<file path="config.mk">
export PLATFORM = sky130hd
export DESIGN_NAME = qec_grid_decoder
export DESIGN_NICKNAME = d
export VERILOG_FILES = /design/src/rtl/qec_grid_decoder.sv
export SDC_FILE = /design/constraint.sdc
export NUM_CORES = 1
export LEC_CHECK = 0
export CAP_MARGIN = 30
export CORE_MARGIN = 8
export CORE_UTILIZATION = 25
export DETAILED_ROUTE_END_ITERATION = 7
export HOLD_SLACK_MARGIN = 0.03
export SYNTH_ARGS = -nofsm -noshare
export SYNTH_HDL_FRONTEND = slang
export SYNTH_HIERARCHICAL = 1
export SYNTH_SLANG_ARGS = --single-unit
</file>
<file path="constraint.sdc">
create_clock -name clk -period 3.7 [get_ports clk]
set_input_delay 0.74 -clock clk [delete_from_list [all_inputs] [get_ports clk]]
set_output_delay 0.74 -clock clk [all_outputs]
set_load 0.005 [all_outputs]
</file>
<file path="src/rtl/qec_grid_decoder.sv">
// Stabiliser-grid decoder: a GRID_ROWS x GRID_COLS mesh of pe nodes driven by a one-shot decode controller.
// Defining QEC_GRID_CYCLE_COUNT_EN adds the cycle_count output (RUN length of the last decode).

module pe #(
    parameter int ROW_ID            = 0,
    parameter int COL_ID            = 0,
    parameter int BOUNDARY_COST     = 1,
    parameter int MSG_WIDTH         = 8,
    parameter int MATCH_VALUE_WIDTH = 8
) (
    input  logic                           clk,
    input  logic                           reset,
    input  logic                           measurement_in,
    input  logic                           measurement_valid_in,
    input  logic                           start_offer,
    input  logic                           stop_offer,
    input  logic [3:0][MSG_WIDTH-1:0]      mailbox_value_in,
    input  logic [3:0]                     mailbox_valid_in,
    output logic [3:0]                     mailbox_ready_out,
    output logic [3:0][MSG_WIDTH-1:0]      outqueue_value_out,
    output logic [3:0]                     outqueue_valid_out,
    input  logic [3:0]                     outqueue_ready_in,
    output logic [MATCH_VALUE_WIDTH-1:0]   match_value_out
);
    // Directions are indexed N=0, E=1, S=2, W=3; a match value of 0 means unmatched.
    localparam logic [MSG_WIDTH-1:0] SELF_ID = MSG_WIDTH'(ROW_ID * 16 + COL_ID + 1);
    localparam logic [MATCH_VALUE_WIDTH-1:0] BOUNDARY_MATCH =
        {1'b1, (MATCH_VALUE_WIDTH-1)'(BOUNDARY_COST)};

    logic                         r_defect;
    logic [3:0]                   r_pending;
    logic [MATCH_VALUE_WIDTH-1:0] r_match;
    logic                         w_hit;
    logic [MSG_WIDTH-1:0]         w_msg;

    always_comb begin
        w_hit = 1'b0;
        w_msg = {MSG_WIDTH{1'b0}};
        for (int d = 3; d >= 0; d--) begin
            w_hit = w_hit | mailbox_valid_in[d];
            w_msg = mailbox_valid_in[d] ? mailbox_value_in[d] : w_msg;
        end
    end

    always_ff @(posedge clk) begin
        if (reset) begin
            r_defect  <= 1'b0;
            r_pending <= 4'b0000;
            r_match   <= {MATCH_VALUE_WIDTH{1'b0}};
        end else if (measurement_valid_in) begin
            r_defect  <= measurement_in;
            r_pending <= 4'b0000;
            r_match   <= {MATCH_VALUE_WIDTH{1'b0}};
        end else begin
            r_pending <= start_offer ? {4{r_defect}} : (r_pending & ~outqueue_ready_in);
            if (r_defect && (r_match == {MATCH_VALUE_WIDTH{1'b0}}) && w_hit) begin
                r_match <= MATCH_VALUE_WIDTH'(w_msg);
            end else if (stop_offer && r_defect && (r_match == {MATCH_VALUE_WIDTH{1'b0}})) begin
                // An offer nobody answered is matched to the boundary.
                r_match <= BOUNDARY_MATCH;
            end
        end
    end

    assign mailbox_ready_out  = 4'b1111;
    assign outqueue_valid_out = r_pending;
    assign outqueue_value_out = {4{SELF_ID}};
    assign match_value_out    = r_match;
endmodule

module qec_grid_decoder #(
    parameter int GRID_ROWS         = 2,
    parameter int GRID_COLS         = 3,
    parameter int BOUNDARY_COST     = 1,
    parameter int QUIET_CYCLES      = 4,
    parameter int MAX_CYCLES        = 1024,
    parameter int CNT_W             = 16,
    parameter int MSG_WIDTH         = 8,
    parameter int MATCH_VALUE_WIDTH = 8
) (
    input  logic                                             clk,
    input  logic                                             reset,
    input  logic                                             start_valid,
    output logic                                             start_ready,
    input  logic [GRID_ROWS*GRID_COLS-1:0]                   syndrome_in,
    output logic                                             result_valid,
    input  logic                                             result_ready,
    output logic [GRID_ROWS*GRID_COLS*MATCH_VALUE_WIDTH-1:0] match_values_out,
    output logic                                             timed_out,
`ifdef QEC_GRID_CYCLE_COUNT_EN
    output logic [CNT_W-1:0]                                 cycle_count,
`endif
    output logic                                             busy
);
    localparam int NPE = GRID_ROWS * GRID_COLS;
    localparam int MVW = MATCH_VALUE_WIDTH;

    typedef enum logic [2:0] {S_IDLE, S_LOAD, S_OFFER, S_RUN, S_STOP, S_CAPTURE, S_DONE} state_t;

    state_t                    r_state, w_next;
    logic [NPE-1:0]            r_syndrome;
    logic [CNT_W-1:0]          r_run_cnt, r_quiet_cnt;
    logic                      r_timeout;
    logic [NPE*MVW-1:0]        r_match_values;
    logic [3:0][MSG_WIDTH-1:0] w_oq_value [NPE];
    logic [3:0]                w_oq_valid [NPE];
    logic [3:0]                w_mb_ready [NPE];
    logic [NPE-1:0]            w_link_act;
    logic [NPE*MVW-1:0]        w_match_flat;
    logic                      w_activity, w_load, w_start_offer, w_stop_offer;
    logic                      w_quiet_done, w_run_done;

    for (genvar r = 0; r < GRID_ROWS; r++) begin : g_row
        for (genvar c = 0; c < GRID_COLS; c++) begin : g_col
            localparam int K  = r * GRID_COLS + c;
            localparam int KN = (r > 0) ? K - GRID_COLS : K;
            localparam int KE = (c < GRID_COLS - 1) ? K + 1 : K;
            localparam int KS = (r < GRID_ROWS - 1) ? K + GRID_COLS : K;
            localparam int KW = (c > 0) ? K - 1 : K;
            // Bit d set when direction d leads to a neighbour rather than an open edge.
            localparam logic [3:0] LINKS = {c > 0, r < GRID_ROWS - 1, c < GRID_COLS - 1, r > 0};

            logic [3:0][MSG_WIDTH-1:0] w_mb_value;
            logic [3:0]                w_mb_valid, w_oq_ready;

            assign w_mb_value = {LINKS[3] ? w_oq_value[KW][1] : {MSG_WIDTH{1'b0}},
                                 LINKS[2] ? w_oq_value[KS][0] : {MSG_WIDTH{1'b0}},
                                 LINKS[1] ? w_oq_value[KE][3] : {MSG_WIDTH{1'b0}},
                                 LINKS[0] ? w_oq_value[KN][2] : {MSG_WIDTH{1'b0}}};
            assign w_mb_valid = {LINKS[3] & w_oq_valid[KW][1], LINKS[2] & w_oq_valid[KS][0],
                                 LINKS[1] & w_oq_valid[KE][3], LINKS[0] & w_oq_valid[KN][2]};
            assign w_oq_ready = {LINKS[3] ? w_mb_ready[KW][1] : 1'b1, LINKS[2] ? w_mb_ready[KS][0] : 1'b1,
                                 LINKS[1] ? w_mb_ready[KE][3] : 1'b1, LINKS[0] ? w_mb_ready[KN][2] : 1'b1};
            assign w_link_act[K] = |(w_oq_valid[K] & LINKS);

            pe #(
                .ROW_ID(r), .COL_ID(c), .BOUNDARY_COST(BOUNDARY_COST),
                .MSG_WIDTH(MSG_WIDTH), .MATCH_VALUE_WIDTH(MVW)
            ) u_pe (
                .clk(clk), .reset(reset),
                .measurement_in(r_syndrome[K]), .measurement_valid_in(w_load),
                .start_offer(w_start_offer), .stop_offer(w_stop_offer),
                .mailbox_value_in(w_mb_value), .mailbox_valid_in(w_mb_valid),
                .mailbox_ready_out(w_mb_ready[K]),
                .outqueue_value_out(w_oq_value[K]), .outqueue_valid_out(w_oq_valid[K]),
                .outqueue_ready_in(w_oq_ready),
                .match_value_out(w_match_flat[K*MVW +: MVW])
            );
        end
    end

    assign w_activity   = |w_link_act;
    assign w_quiet_done = !w_activity && (r_quiet_cnt == CNT_W'(QUIET_CYCLES - 1));
    assign w_run_done   = (r_run_cnt == CNT_W'(MAX_CYCLES - 1));

    always_ff @(posedge clk) begin
        if (reset) begin
            r_state <= S_IDLE;
        end else begin
            r_state <= w_next;
        end
    end

    always_comb begin
        w_next        = r_state;
        w_load        = 1'b0;
        w_start_offer = 1'b0;
        w_stop_offer  = 1'b0;
        case (r_state)
            S_IDLE:    w_next = start_valid ? S_LOAD : S_IDLE;
            S_LOAD:    begin w_load = 1'b1; w_next = S_OFFER; end
            S_OFFER:   begin w_start_offer = 1'b1; w_next = S_RUN; end
            // Quiescence is tested first so it wins a tie with the cycle limit.
            S_RUN:     w_next = (w_quiet_done || w_run_done) ? S_STOP : S_RUN;
            S_STOP:    begin w_stop_offer = 1'b1; w_next = S_CAPTURE; end
            S_CAPTURE: w_next = S_DONE;
            S_DONE:    w_next = result_ready ? S_IDLE : S_DONE;
            default:   w_next = S_IDLE;
        endcase
    end

    always_ff @(posedge clk) begin
        if (reset) begin
            r_syndrome     <= {NPE{1'b0}};
            r_run_cnt      <= {CNT_W{1'b0}};
            r_quiet_cnt    <= {CNT_W{1'b0}};
            r_timeout      <= 1'b0;
            r_match_values <= {(NPE*MVW){1'b0}};
        end else begin
            case (r_state)
                S_IDLE: if (start_valid) r_syndrome <= syndrome_in;
                S_OFFER: begin
                    r_run_cnt   <= {CNT_W{1'b0}};
                    r_quiet_cnt <= {CNT_W{1'b0}};
                    r_timeout   <= 1'b0;
                end
                S_RUN: begin
                    r_run_cnt   <= r_run_cnt + CNT_W'(1);
                    r_quiet_cnt <= w_activity ? {CNT_W{1'b0}} : r_quiet_cnt + CNT_W'(1);
                    if (!w_quiet_done && w_run_done) r_timeout <= 1'b1;
                end
                S_CAPTURE: r_match_values <= w_match_flat;
                default: ;
            endcase
        end
    end

`ifdef QEC_GRID_CYCLE_COUNT_EN
    logic [CNT_W-1:0] r_cycle_count;

    // RUN length of the most recent decode, held until the next capture.
    always_ff @(posedge clk) begin
        if (reset) begin
            r_cycle_count <= {CNT_W{1'b0}};
        end else if (r_state == S_CAPTURE) begin
            r_cycle_count <= r_run_cnt;
        end
    end

    assign cycle_count = r_cycle_count;
`else
    // Without the option the run counter only steers the controller.
`endif

    assign start_ready      = (r_state == S_IDLE);
    assign busy             = (r_state != S_IDLE);
    assign result_valid     = (r_state == S_DONE);
    assign timed_out        = (r_state == S_DONE) && r_timeout;
    assign match_values_out = r_match_values;
endmodule
</file>
==> reports/metrics.csv, run 1 <==
stage,metric,value,unit
status,status,"finished, final reports clean",
sta,fin_setup_tns,0,ns
drt,first_pass_iters,5,
floorplan,pin_count,62,
sta,slew_viol_final,0,
floorplan,fp.dieH,203,um
power_and_ir_drop,power.density,397,mW/mm^2
placement,dp_hpwl,14.9,mm
hold_path,hold-path-endpoint,match_values_out[11],
clocking,clk_latency,0.43,ns
clocking,root_buffer,clkbuf_16,
drt,drt-total-wl,20.0,mm
clocking,cts_buffers,17,
setup_path,worstPathRequired,2.96,ns
setup_path,slowest_delay,0.55,ns
sta,finalHoldViolations,0,
sta,grt_setup_unrepaired,false,
setup_path,crit_type,reg2out,
sta,clock_skew,0.0188,ns
synthesis,syn_area,0.00874,mm^2
clocking,cts.clk_slew.worst_paths,0.06,ns
drt,routedWlPerCell,11.8,um
floorplan,rows,68,
drt,vias,7262,
setup_path,startpoint_type,flip-flop,
sta,relSlewSlack,0.312,
floorplan,initial_utilization,0.254,
grt,grt.overflow.total,0,
setup_path,rr_endpoint,r_quiet_cnt[11],
clocking,h-tree-depth,4,
finish,fillers,3663,
grt,grt_first_pass_wirelength,33.8,mm
setup_path,reg2reg_slack,1.21,ns
synthesis,yosysWarnings,6,
sta,finalSetupViolCount,0,
clocking,postCtsResizedCells,0,
power_and_ir_drop,peakVddDrop,222,uV
setup_path,cp.arrival,1.88,ns
sta,worst_pin_slew,1.02,ns
finish,layout_common_cells,"249 x conb_1, 192 x nand2_1, 158 x dfxtp_1",
floorplan,die_x,203,um
drt,ant_nets,0,
setup_path,cp_slowest_cell,dfxtp_1,
synthesis,syn-mean-instance-area,8.09,um^2
finish,drive_above_1_share,0.0825,
setup_path,path_buf_inv,1,
floorplan,dieArea,0.0412,mm^2
drt,drt_iter0_markers,391,
power_and_ir_drop,p_leak,3.68,nW
finish,layout_commonest_cell,conb_1,
setup_path,reg2regPathDepth,4,
setup_path,path_cells,"nor2b_1, and3_1, clkdlybuf4s50_1",
job,maxCapViolCount,0,
clocking,cts_buffer_depth,2,
power_and_ir_drop,finalPower,4.08,mW
drt,remaining_drc_errors,0,
finish,diodes,0,
placement,post_dp_cell_area,0.00973,mm^2
finish,nNetsFinal,1236,
hold_path,hold_path.class,reg2reg,
hold_path,hold_depth,2,
setup_path,endpoint_kind,output pin,
grt,grt.total_usage,0.0986,
placement,place_congestion,0.783,
sta,fmax,382,MHz
setup_path,worstReg2RegStart,r_state[0],
hold_path,hp-start,match_values_out[11],
grt,grt_pass1_vias,6778,
placement,place.port_buffers,61,
floorplan,core,0.0345,mm^2
clocking,post-cts-setup-buffers,0,
clocking,cts.sinks,158,
sta,fin_crit_sh,0.708,
setup_path,crit_fanout,13,
grt,grt_max_degree,43,
clocking,hold_buffers,0,
setup_path,cp_top_family,flip-flops,
grt,antenna_found_initial,0,
finish,areaGrowthSynthToFinish,17.6,%
finish,final_area,0.0103,mm^2
synthesis,synth_cells,1080,
drt,via_per_inst,4.29,
sta,fin_crit,2.62,ns
clocking,cts_tree,built,
worst max-delay path by stage:
stage,to,start,cells past startpoint,slack (ns)
CTS,timed_out,r_state[1],3,1.06
detailed placement,r_quiet_cnt[11],r_state[0],4,1.22
global route,r_quiet_cnt[3],r_state[0],4,0.92
floorplan,g_row[0].g_col[0].u_pe/match_value_out[2],r_state[0],6,1.06
global placement,r_quiet_cnt[14],r_state[0],4,1.34
finish,timed_out,r_state[1],3,1.08
stage by stage:
step | hold WS [ns] | std cells | utilization | worst slack [ns]
floorplan | 0.434 | 1316 | - | 1.06
global placement | 0.445 | 1659 | 0.281 | 1.34
detailed placement | 0.446 | 1660 | 0.282 | 1.22
CTS | 0.455 | 1692 | 0.298 | 1.06
global route | 0.475 | 1692 | 0.298 | 0.919
finish | 0.454 | 1692 | 0.298 | 1.08
layer usage:
layer  vias to the layer above  routed length, um  global-route usage
li1                       3811                  -                   -
met1                      3316               9530               0.127
met2                       126               9310               0.161
met3                         9               1020              0.0265
met4                         0                161              0.0259
met5                         -                  0                   0
state kept, by name, indices dropped and copies added, names as in the netlist:
register and flops:
r_quiet_cnt 16, g_row.g_col.u_pe/r_defect 6, g_row.g_col.u_pe/outqueue_valid_out 14, g_row.g_col.u_pe/match_value_out 48, r_syndrome 6, r_timeout 1, match_values_out 48, r_run_cnt 16
r_state 3
report_power, final:
group          internal, mW  total, mW  leakage (nW)  switching (mW)
clock                 0.933       1.66         0.262           0.723
combinational         0.219      0.619          2.14           0.400
sequential             1.74       1.81          1.27          0.0643
total                  2.90       4.08          3.68            1.19
cell type report:
type / instances / area (um^2) / area share
clock buffers: 21 / 440 / 0.0429
flip-flops and latches: 158 / 3160 / 0.308
clock inverters: 11 / 111 / 0.0108
inverters: 20 / 75.1 / 0.00730
repair buffers: 67 / 673 / 0.0655
multi-input cells: 960 / 5250 / 0.510
well taps: 455 / 569 / 0.0554
worst register-to-register path: cells and delay by family (launching register included):
| family | cells | cell delay, ns |
|---|---|---|
| DFF | 1 | 0.61 |
| AOI/OAI and AO/OA | 1 | 0.20 |
| and+or+nand+nor | 3 | 1.62 |
No activity file was read; power rests on OpenSTA's default activity.
==> run 2, diff against run 1 <==
==> constraint.sdc (replaced) <==
create_clock -name clk -period 2.38 [get_ports clk]
set_input_delay 0.476 -clock clk [delete_from_list [all_inputs] [get_ports clk]]
set_output_delay 0.476 -clock clk [all_outputs]
set_load 0.005 [all_outputs]
==> run 2 against run 1 <==
Critical path depth fell by 1; combinational power rose by 63%; sequential share of layout area fell by 0.28 points; die area did not move; count of clock-buffer cells in the layout fell by 4; non-clock buffer count rose by 11; worst setup slack got worse by 0.94 ns; sequential power rose by 56%; clock skew fell by 0.0088 ns; global-route usage rose by 0.16 points; final cell count rose by 0.59%; via count fell by 1.1%.
==> reports/metrics.csv, run 2 (synthesis gave the netlist of run 1 again) <==
stage,metric,value,unit
sta,fin_hold_ws,0.400,ns
placement,place.port_buffers,61,
sta,fin_setup_tns,0,ns
setup_path,worstReg2RegStart,r_state[2],
floorplan,initial_utilization,0.254,
power_and_ir_drop,peakVddDrop,550,uV
sta,fmax,447,MHz
sta,fin_crit_sh,0.940,
drt,routedWlPerCell,11.9,um
floorplan,dieArea,0.0412,mm^2
sta,finalHoldViolations,0,
placement,dp_hpwl,14.8,mm
sta,grt_setup_unrepaired,false,
clocking,cts_buffers,17,
finish,post-route-util,0.301,
sta,worst_pin_slew,0.868,ns
hold_path,hold_path.class,in2reg,
clocking,cts.sinks,158,
grt,grt_max_degree,58,
sta,clock_skew,0.00999,ns
clocking,root_buffer,clkbuf_16,
sta,fin_crit,2.24,ns
grt,grt_first_pass_wirelength,34.5,mm
clocking,clk_latency,0.42,ns
setup_path,crit_fanout,15,
drt,remaining_drc_errors,0,
power_and_ir_drop,p_leak,3.74,nW
floorplan,pin_count,62,
finish,diodes,0,
clocking,cts_tree,built,
drt,drt-total-wl,20.3,mm
floorplan,die_x,203,um
sta,relSlewSlack,0.416,
finish,nNetsFinal,1247,
setup_path,cp.arrival,1.76,ns
status,status,"finished, final reports clean",
drt,drt_iter0_markers,460,
drt,ant_nets,0,
job,maxCapViolCount,0,
placement,post_dp_cell_area,0.00981,mm^2
finish,areaGrowthSynthToFinish,18.7,%
drt,vias,7183,
sta,finalSetupViolCount,0,
drt,via_per_inst,4.22,
finish,layout_commonest_cell,conb_1,
placement,place_congestion,0.781,
power_and_ir_drop,power.density,626,mW/mm^2
floorplan,rows,68,
setup_path,worstPathRequired,1.90,ns
sta,slew_viol_final,0,
setup_path,crit_type,reg2out,
clocking,cts.clk_slew.worst_paths,0.07,ns
grt,antenna_found_initial,0,
clocking,h-tree-depth,4,
floorplan,fp.dieH,203,um
finish,final_area,0.0104,mm^2
grt,grt_pass1_vias,6852,
floorplan,core,0.0345,mm^2
finish,layout_common_cells,"249 x conb_1, 192 x nand2_1, 156 x dfxtp_1",
finish,drive_above_1_share,0.0954,
grt,grt.overflow.total,0,
setup_path,startpoint_type,flip-flop,
hold_path,hp-start,reset,
clocking,cts_buffer_depth,2,
drt,first_pass_iters,7,
setup_path,cp-startpoint,r_state[2],
setup_path,endpoint_kind,output pin,
grt,grt.total_usage,0.100,
clocking,post-cts-setup-buffers,0,
[run 2: changes by cell type in the layout (fill, tap and decap cells not counted), moves of 2 or more]
cell and change:
buf_12 +2, buf_4 +9, clkbuf_1 -4, clkinv_4 -2
dfxtp_1 -2, dfxtp_2 +2, inv_8 +2
[run 2: path summary, 6_finish.rpt]
path | endpoint | slack (ns) | cells after the start
hold reg to reg | match_values_out[9] | 0.46 | 2
hold / removal | match_values_out[10] | 0.40 | 2
setup / recovery | start_ready | 0.14 | 2
setup reg to reg | g_row[1].g_col[1].u_pe/outqueue_valid_out[1] | 0.51 | 5
[run 2: final cells by class]
type / instances / area [um^2]
Fill cell: 3651 / 24100
Multi-Input combinational cell: 960 / 5250
Sequential cell: 158 / 3170
Timing Repair Buffer: 78 / 758
Tap cell: 455 / 569
Clock buffer: 17 / 425
Clock inverter: 14 / 138
Inverter: 20 / 75.1
[run 2: timing repair]
action | CTS | global route
setup endpoints to repair | 2 | 3
resized for setup | 1 | 2
hold buffers | 0 | 0
[run 2: stage by stage]
step           cells  setup WS [ns]  power [mW]
2_1_floorplan   1316          0.282        3.72
3_3_place_gp    1670          0.477        3.85
3_5_place_dp    1670          0.437        3.87
4_1_cts         1701         0.0518        6.54
5_1_grt         1702         0.0347        6.82
6_report        1702          0.143        6.50
[run 2: where the power goes]
part | total (mW) | switching [mW] | internal (mW)
registers | 2.82 | 0.109 | 2.71
clock network | 2.67 | 1.21 | 1.46
logic | 1.01 | 0.634 | 0.372
total | 6.50 | 1.95 | 4.55
[run 2: routing by layer]
layer  part of all wire  global-route usage  vias up
met1               0.49               0.133     3224
met4              0.013              0.0243        0
met2               0.45               0.160      122
li1                   -                   -     3821
met3              0.047              0.0252       16
met5                  0                   0        -
[run 2: critical path, stage by stage (launching register included)]
cell and delay (ns):
dfxtp_1 0.45, nor3_1 0.32, clkdlybuf4s50_1 0.57
==> run 3, diff against run 2 <==
--- a/config.mk
+++ b/config.mk
@@ -10,6 +10,7 @@
 export CORE_UTILIZATION = 25
 export DETAILED_ROUTE_END_ITERATION = 7
 export HOLD_SLACK_MARGIN = 0.03
+export SLEW_MARGIN = 20
 export SYNTH_ARGS = -nofsm -noshare
 export SYNTH_HDL_FRONTEND = slang
 export SYNTH_HIERARCHICAL = 1
==> run 3 against run 2 <==
Via count increased by 0.24%; design area unchanged; critical path type unchanged; sequential power about the same; largest power group unchanged; largest cell class unchanged; non-clock buffer count unchanged; wire length about the same; clock skew about the same; critical path depth unchanged.
==> reports/metrics.csv, run 3 (synthesis gave the netlist of run 1 again) <==
stage,metric,value,unit
clocking,h-tree-depth,4,
sta,relSlewSlack,0.415,
grt,grt.total_usage,0.100,
floorplan,pin_count,62,
sta,fmax,447,MHz
setup_path,path_cells,"nor3_1, clkdlybuf4s50_1",
hold_path,hold_depth,2,
clocking,clk_latency,0.42,ns
grt,grt_max_degree,58,
finish,areaGrowthSynthToFinish,18.7,%
clocking,cts_buffers,17,
setup_path,crit_fanout,15,
setup_path,endpoint_kind,output pin,
setup_path,cp_slowest_cell,clkdlybuf4s50_1,
power_and_ir_drop,peakVddDrop,550,uV
setup_path,path_buf_inv,1,
placement,place_congestion,0.781,
placement,post_dp_cell_area,0.00981,mm^2
sta,fin_crit,2.24,ns
drt,drt_iter0_markers,443,
setup_path,startpoint_type,flip-flop,
power_and_ir_drop,finalPower,6.50,mW
setup_path,reg2reg_slack,0.51,ns
finish,final_area,0.0104,mm^2
sta,finalSetupViolCount,0,
setup_path,slowest_delay,0.57,ns
sta,slew_viol_final,0,
sta,clock_skew,0.0102,ns
clocking,cts_buffer_depth,2,
power_and_ir_drop,power.density,626,mW/mm^2
grt,grt.overflow.total,0,
hold_path,hold-path-endpoint,match_values_out[10],
placement,dp_hpwl,14.8,mm
setup_path,rr_endpoint,g_row[0].g_col[0].u_pe/match_value_out[3],
grt,antenna_found_initial,0,
clocking,cts.sinks,158,
floorplan,initial_utilization,0.254,
status,status,"finished, final reports clean",
power_and_ir_drop,p_leak,3.74,nW
floorplan,dieArea,0.0412,mm^2
finish,layout_common_cells,"249 x conb_1, 192 x nand2_1, 156 x dfxtp_1",
sta,worst_pin_slew,0.869,ns
grt,grt_first_pass_wirelength,34.5,mm
sta,fin_crit_sh,0.940,
clocking,cts_tree,built,
clocking,post-cts-setup-buffers,0,
floorplan,core,0.0345,mm^2
placement,place.port_buffers,61,
setup_path,crit_type,reg2out,
drt,ant_nets,0,
finish,drive_above_1_share,0.0954,
hold_path,hp-start,reset,
sta,finalHoldViolations,0,
sta,fin_setup_tns,0,ns
finish,layout_commonest_cell,conb_1,
drt,drt-total-wl,20.3,mm
setup_path,reg2regPathDepth,5,
floorplan,rows,68,
hold_path,hold_path.class,in2reg,
drt,remaining_drc_errors,0,
grt,grt_pass1_vias,6852,
finish,fillers,3650,
drt,routedWlPerCell,11.9,um
sta,grt_setup_unrepaired,false,
drt,first_pass_iters,5,
setup_path,cp_top_family,buffers and inverters,
setup_path,cp_num_cells,2,
clocking,cts.clk_slew.worst_paths,0.07,ns
drt,vias,7200,
setup_path,worstPathRequired,1.90,ns
finish,nNetsFinal,1247,
floorplan,fp.dieH,203,um
clocking,root_buffer,clkbuf_16,
floorplan,die_x,203,um
setup_path,worstReg2RegStart,r_state[2],
drt,via_per_inst,4.23,
finish,diodes,0,
job,maxCapViolCount,0,
setup_path,cp.arrival,1.76,ns
## run 3: changes by cell type in the layout (fill, tap and decap cells not counted), sizes merged
cell,before,now
clkbuf,17,18
buf,18,17
## run 3: worst max path at each step
stage                    start                                   endpoint  slack, ns
global placement    r_state[1]                                  timed_out       0.48
CTS                 r_state[0]                                start_ready       0.05
detailed placement  r_state[1]                                  timed_out       0.44
finish              r_state[2]                                start_ready       0.14
floorplan           r_state[0]  g_row[0].g_col[0].u_pe/match_value_out[2]       0.28
global route        r_state[2]                                  timed_out       0.03
## run 3: metal layers
| layer | wire (um) | global-route usage | share of wire | vias to the layer above |
|---|---|---|---|---|
| li1 | - | - | - | 3820 |
| met1 | 10100 | 0.133 | 0.50 | 3252 |
| met2 | 9050 | 0.160 | 0.45 | 112 |
| met3 | 902 | 0.0252 | 0.044 | 16 |
| met4 | 255 | 0.0243 | 0.013 | 0 |
| met5 | 0 | 0 | 0 | - |
## run 3: worst register-to-register path: stages, from the launching register on
cell     delay (ns)
dfxtp_1        0.60
nor3_2         0.06
buf_4          0.24
nor2_1         0.54
nand2_2        0.20
o21ai_1        0.17
## run 3: timing repair
action,CTS,global route
endpoints found under the setup margin,2,3
resized for setup,1,2
gates cloned,0,0
hold buffers,0,0
## run 3: final cells by class
cell class | instances | area, um^2 | share of cell area
clock inverters | 14 | 138 | 0.0133
repair buffers | 78 | 758 | 0.0731
inverters | 20 | 75.1 | 0.00723
well taps | 455 | 569 | 0.0549
flip-flops and latches | 158 | 3170 | 0.305
multi-input cells | 960 | 5250 | 0.506
clock buffers | 17 | 425 | 0.0410
## run 3: through the flow
stage,std cells,setup slack [ns],hold WS [ns],utilization
finish,1702,0.142,0.400,0.301
floorplan,1316,0.282,0.434,-
CTS,1701,0.0518,0.382,0.301
global route,1702,0.0347,0.393,0.301
global placement,1670,0.477,0.446,0.285
detailed placement,1670,0.437,0.449,0.285
## run 3: report_power, final
part           leakage (nW)  switching, mW  internal (mW)
Sequential             1.27          0.109           2.71
Combinational          2.19          0.634          0.372
Clock                 0.270           1.21           1.46
Total                  3.74           1.95           4.55
